[src/rtl/universal_register.sv]
// universal_register: WIDTH-bit register with hold, load, shift, rotate, inc/dec modes plus serial and flag outputs
module universal_register #(
  parameter int WIDTH = 8,
  parameter logic [WIDTH-1:0] RESET_VAL = '0
) (
  input  logic             clk,
  input  logic             rst,
  input  logic             en,
  input  logic [2:0]       mode,
  input  logic [WIDTH-1:0] D_in,
  input  logic             sin_l,
  input  logic             sin_r,
  output logic [WIDTH-1:0] Q,
  output logic [WIDTH-1:0] not_Q,
  output logic             sout,
  output logic             carry,
  output logic             zero
);
  logic [WIDTH-1:0] q_n;
  logic sout_n, carry_n;
  logic [WIDTH:0] inc, dec;
  assign inc = {1'b0, Q} + {{WIDTH{1'b0}}, 1'b1};
  assign dec = {1'b0, Q} - {{WIDTH{1'b0}}, 1'b1};
  always_comb begin
    q_n = Q;
    sout_n = sout;
    carry_n = carry;
    if (en)
      case (mode)
        3'd1: q_n = D_in;
        3'd2: {sout_n, q_n} = {Q, sin_r};
        3'd3: {q_n, sout_n} = {sin_l, Q};
        3'd4: {sout_n, q_n} = {Q, Q[WIDTH-1]};
        3'd5: {q_n, sout_n} = {Q[0], Q};
        3'd6: {carry_n, q_n} = inc;
        3'd7: {carry_n, q_n} = dec;
        default: ;
      endcase
  end
  always_ff @(posedge clk)
    if (rst) begin
      Q <= RESET_VAL;
      sout <= 1'b0;
      carry <= 1'b0;
    end else begin
      Q <= q_n;
      sout <= sout_n;
      carry <= carry_n;
    end
  assign not_Q = ~Q;
  assign zero = ~|Q;
endmodule
[config.mk]
export PLATFORM = sky130hd
export DESIGN_NAME = universal_register
export DESIGN_NICKNAME = d
export VERILOG_FILES = /design/src/rtl/universal_register.sv
export SDC_FILE = /design/constraint.sdc
export NUM_CORES = 1
export LEC_CHECK = 0
export ABC_AREA = 1
export CAP_MARGIN = 20
export CORE_ASPECT_RATIO = 0.75
export CORE_UTILIZATION = 36
export CTS_BUF_LIST = sky130_fd_sc_hd__clkbuf_8
export DETAILED_ROUTE_END_ITERATION = 10
export GPL_ROUTABILITY_DRIVEN = 0
export PLACE_DENSITY_LB_ADDON = 0.25
export SLEW_MARGIN = 20
export SYNTH_ARGS = -nofsm -noshare
export SYNTH_HDL_FRONTEND = slang
export SYNTH_SLANG_ARGS = --single-unit
[constraint.sdc]
create_clock -name clk -period 2.1 [get_ports clk]
set_input_delay 0.42 -clock clk [delete_from_list [all_inputs] [get_ports clk]]
set_output_delay 0.42 -clock clk [all_outputs]
set_load 0.005 [all_outputs]
After elaboration in Yosys (flattened, before gate mapping)
Index checks and enable logic that the tools add are counted.
- equality and inequality tests: 7
- bitwise logic cells: 1
- add/subtract/negate cells: 2
- mux-type cells: 3
- reduce and logical (&&, ||, !) cells: 10
- operators with widths (operator ; count):
    8-bit one-hot mux with 7 select lines ; 1
    3-bit == test (second input constant) ; 4
    8-bit by 1-bit adder with 9-bit output (second input constant) ; 1
    8-bit by 1-bit subtractor with 9-bit output (second input constant) ; 1
    8-bit inverter ; 1
    8-bit OR reduction ; 1
    7-bit nonzero test ; 1
    3-bit by 2-bit == test with 1-bit output (second input constant) ; 2
    2-bit AND reduction ; 3
    1-bit one-hot mux with 2 select lines ; 2
    2-bit nonzero test ; 2
    2-bit OR reduction ; 2
    3-bit by 1-bit == test with 1-bit output (second input constant) ; 1
    1-bit zero test ; 1
- word-level logic and storage cells: 26
- bits of input ports: 16
- bits in registers: 10
- output and inout bits: 19

Logic depth before layout (Yosys ltp)
Gate-level depths: netlist (run 1).
- word-level depth: 4
- gate-level depth with buffers: 10

Least setup slack after synthesis (run 1)
Ideal clock, no wire load.
- path type: register to register
- from: register Q[0]
- to: register Q[2]
- cell stages (with the launch flop): 8
- library setup time: 122 ps
- buffers on the path: 0
- data arrival time: 1453 ps
- path slack: 526 ps
- required time: 1978 ps
- period minus slack after synthesis: 1574 ps
- cell sequence: dfxtp_1 > inv_1 > ha_1 > or2_2 > nand3_1 > nand3_1 > o21ai_0 > a21oi_1
- cells in the longest elaborated chain, start to end: 2
- elaborated cells on any way between the ends: 3
- ends and longest elaborated chain (item ; line ; text):
    from (decl) ; 13 ; output logic [WIDTH-1:0] Q,
    from (signal assigned) ; 46 ; Q <= q_n;
    8-bit by 1-bit subtractor with 9-bit output / 8-bit by 1-bit adder with 9-bit output (equally long branches) ; 23, 22 ;
    8-bit one-hot mux with 7 select lines * ; 29 ; case (mode)
Mark *: on every way between the ends. The rest lies on a longest branch, timed or not.
A chain may end at the register's enable or synchronous reset.

Final worst setup path (run 1)
- from: register Q[4]
- to: output port zero
- cells in the longest elaborated chain, start to end: 2
- ends and longest elaborated chain (item ; line ; text):
    8-bit OR reduction ; 51 ; assign zero = ~|Q;
    1-bit zero test ; 51 ;
    to (decl) ; 17 ; output logic zero
Every way passes these cells.

==> flow_metrics.env, run 1 <==
export IMPL_status="finished clean"
export IMPL_timing_critical_path_fanout_max=3
export IMPL_placement_setup_worst_slack_ns=0.0580
export IMPL_holdPathStages=2
export IMPL_synth_edf_count=0
export IMPL_fp_row_count=17
export IMPL_flow_area_growth_from_synthesis_pct=48.2
export IMPL_timing_final_setup_violations=0
export IMPL_ff_latch_area_um2=200
export IMPL_cts_htree_levels=1
export IMPL_synth_seq_area_share=0.181
export IMPL_cts_inserted_buffers=3
export IMPL_cts_root_buf="clkbuf_8"
export IMPL_relative_slew_slack=0.747
export IMPL_finalMaxSlewViolations=0
export IMPL_vias_in_the_first_global_route=1284
export IMPL_mappedNetlistNets=224
export IMPL_crit_chain="nor2_1 -> nand3_1 -> nor2_1 -> clkdlybuf4s50_1"
export IMPL_fin_total_pwr_mw=0.868
export IMPL_yosysTopAreaCell="nand2_1"
export IMPL_drt_antenna_violating_nets=0
export IMPL_chipWidth_um=66.0
export IMPL_grt_antenna_before_repair=0
export IMPL_die_h_um=50.0
export IMPL_clk_pin_slew_worst_paths_ns=0.06
export IMPL_ir_drop_mv=0.329
export IMPL_finish_net_count=271
export IMPL_tightest_slew_ns=0.380
export IMPL_grt_total_usage=0.250
export IMPL_netlist_area_leader_share=0.187
export IMPL_cp_arrival_ns=1.55
export IMPL_viasPerCell=5.08
export IMPL_detail_route_iter0_violations=101
export IMPL_finalSetupTns_ns=0
export IMPL_ios=35
export IMPL_max_freq_mhz=508
export IMPL_layout_worst_path_cycle_share=0.938
export IMPL_report_final_hold_viol_count=0
export IMPL_final_common_cell="nand2_1"
export IMPL_ys_seq_elements=10
export IMPL_core_area_um2=2940
export IMPL_global_route_wire_length_before_repair_mm=6.09
export IMPL_crit_path_largest_cell_delay_ns=0.51
export IMPL_global_route_overflow_total=0
export IMPL_ranking_of_synthesized_cells_by_area="nand2_1 (19%), dfxtp_1 (18%), nand3_1 (13%)"
export IMPL_finalWorstPathRequiredPeriod_ns=1.97
export IMPL_layout_filler_cell_count=320
export IMPL_post_route_cells_drive_above_1_share=0.112
export IMPL_critical_path_slowest_cell="clkdlybuf4s50_1"
export IMPL_drt_wirelength_per_cell_um=13.2
export IMPL_post_synth_instance_area_um2=1100
export IMPL_synthesis_instances=203
export IMPL_grt_start_max_net_pins=12
export IMPL_place_hpwl_mm=2.83
export IMPL_design_die_area_um2=3300
export IMPL_grt_setup_unrepaired="false"
export IMPL_numPortBuffers=34
export IMPL_cts_sinks=10
export IMPL_clock_tree_buffer_depth=2
export IMPL_dr_total_vias=1459
export IMPL_data_required_time_of_the_critical_path_ns=1.68
export IMPL_final_critical_path_setup_slack_ns=0.130
export IMPL_average_cell_area_after_synthesis_um2=5.44
export IMPL_cp_end_kind="primary output"
export IMPL_multi_input_comb_area_um2=791
export IMPL_most_common_layout_cells="nand2_1 (55), clkdlybuf4s50_1 (34), nor2_1 (30)"
export IMPL_worstSetupStartpointType="register"
export IMPL_timing_clock_skew_ns=0.00215
export IMPL_synth_cell_type_count=24
export IMPL_finalWirelength_mm=3.79
export IMPL_effective_utilization_at_floorplan=0.376
export IMPL_p_leak_nw=0.738
export IMPL_postSynth_topFlopCell="dfxtp_1"
export IMPL_cts_repair_resized=0
export IMPL_drt_drc_violations_left=0
export IMPL_clk_latency_ns=0.25
export IMPL_cts_setup_buffers=0
export IMPL_ys_async_sr_fraction=0
export IMPL_hold_buffers=0
export IMPL_maxCapViolations=0
export IMPL_drt_pre_antenna_iters=5
export IMPL_n_antenna_cell=0
export IMPL_crit_top_cell="nor2_1"
export IMPL_tritoncts="built"
export IMPL_power_density_nw_per_um2=530
export IMPL_hp_class="register to register"
export IMPL_post_layout_utilization_of_the_core=0.558
export IMPL_worst_setup_path_type="register to primary output"
export IMPL_yosys_warnings=0
export IMPL_ff2ff_path_depth=8
==> synth_stat cells (3+ instances only) <==
master	count
o211ai_1	3
nor2_1	30
or2_2	3
a21oi_1	16
nand4_1	3
inv_1	18
buf_2	3
ha_1	5
inv_2	3
dfxtp_1	10
nand3_1	29
nand2_1	55
o21ai_0	11
==> worst paths after layout <==
check	startpoint	endpoint	slack, ns
worst max-delay path	Q[4]	zero	0.13
worst min-delay path	sout	sout	0.51
worst max register to register	Q[0]	Q[2]	0.51
worst min register to register	sout	sout	0.51
==> cell families after synthesis <==
family                   synth area share
AO/OA/AOI/OAI                       0.173
buffers and inverters               0.103
AND/OR/NAND/NOR                     0.486
flip-flops                          0.181
adder cells (fa/ha/maj)            0.0566
==> metrics by stage <==
stage | instances | area (um^2) | hold WS [ns]
2_1_floorplan | 203 | 1100 | 0.487
4_1_cts | 287 | 1640 | 0.510
5_1_grt | 287 | 1640 | 0.549
3_5_place_dp | 283 | 1580 | 0.496
6_report | 287 | 1640 | 0.506
3_3_place_gp | 283 | 1580 | 0.493
==> flip-flops by register name (all words and copies together), names as in the netlist <==
| signal | count |
|---|---|
| Q | 8 |
| carry | 1 |
| sout | 1 |
==> report_power, final <==
part / internal (mW) / switching, mW / total [mW]
clock: 0.166 / 0.0977 / 0.264
combinational: 0.181 / 0.197 / 0.377
sequential: 0.206 / 0.0203 / 0.227
total: 0.553 / 0.315 / 0.868
==> metal layers <==
metal  GRT usage  vias up  wire, um
met4      0.0709        0        48
li1            -      755         -
met2       0.367       68      1570
met3      0.0579        7       363
met5           0        -         0
met1       0.358      629      1810
==> worst max-delay path: cells and delay by family (launching register included) <==
kind | cells | cell delay (ns)
simple gates | 3 | 0.48
flops | 1 | 0.32
buf+inv | 1 | 0.51
==> final cells by class <==
type | count | area share
multi-input cells | 165 | 0.483
repair buffers | 49 | 0.284
flip-flops and latches | 10 | 0.122
inverters | 21 | 0.0481
clock buffers | 4 | 0.0336
well taps | 38 | 0.0290
No activity file was read; power rests on OpenSTA's default activity.
==> run 2: changes to the inputs <==
CTS_BUF_LIST = sky130_fd_sc_hd__clkbuf_4 sky130_fd_sc_hd__clkbuf_8   (was sky130_fd_sc_hd__clkbuf_8)
==> results of run 2 <==
The final DEF is identical to that of run 1; final timing and power are the same.
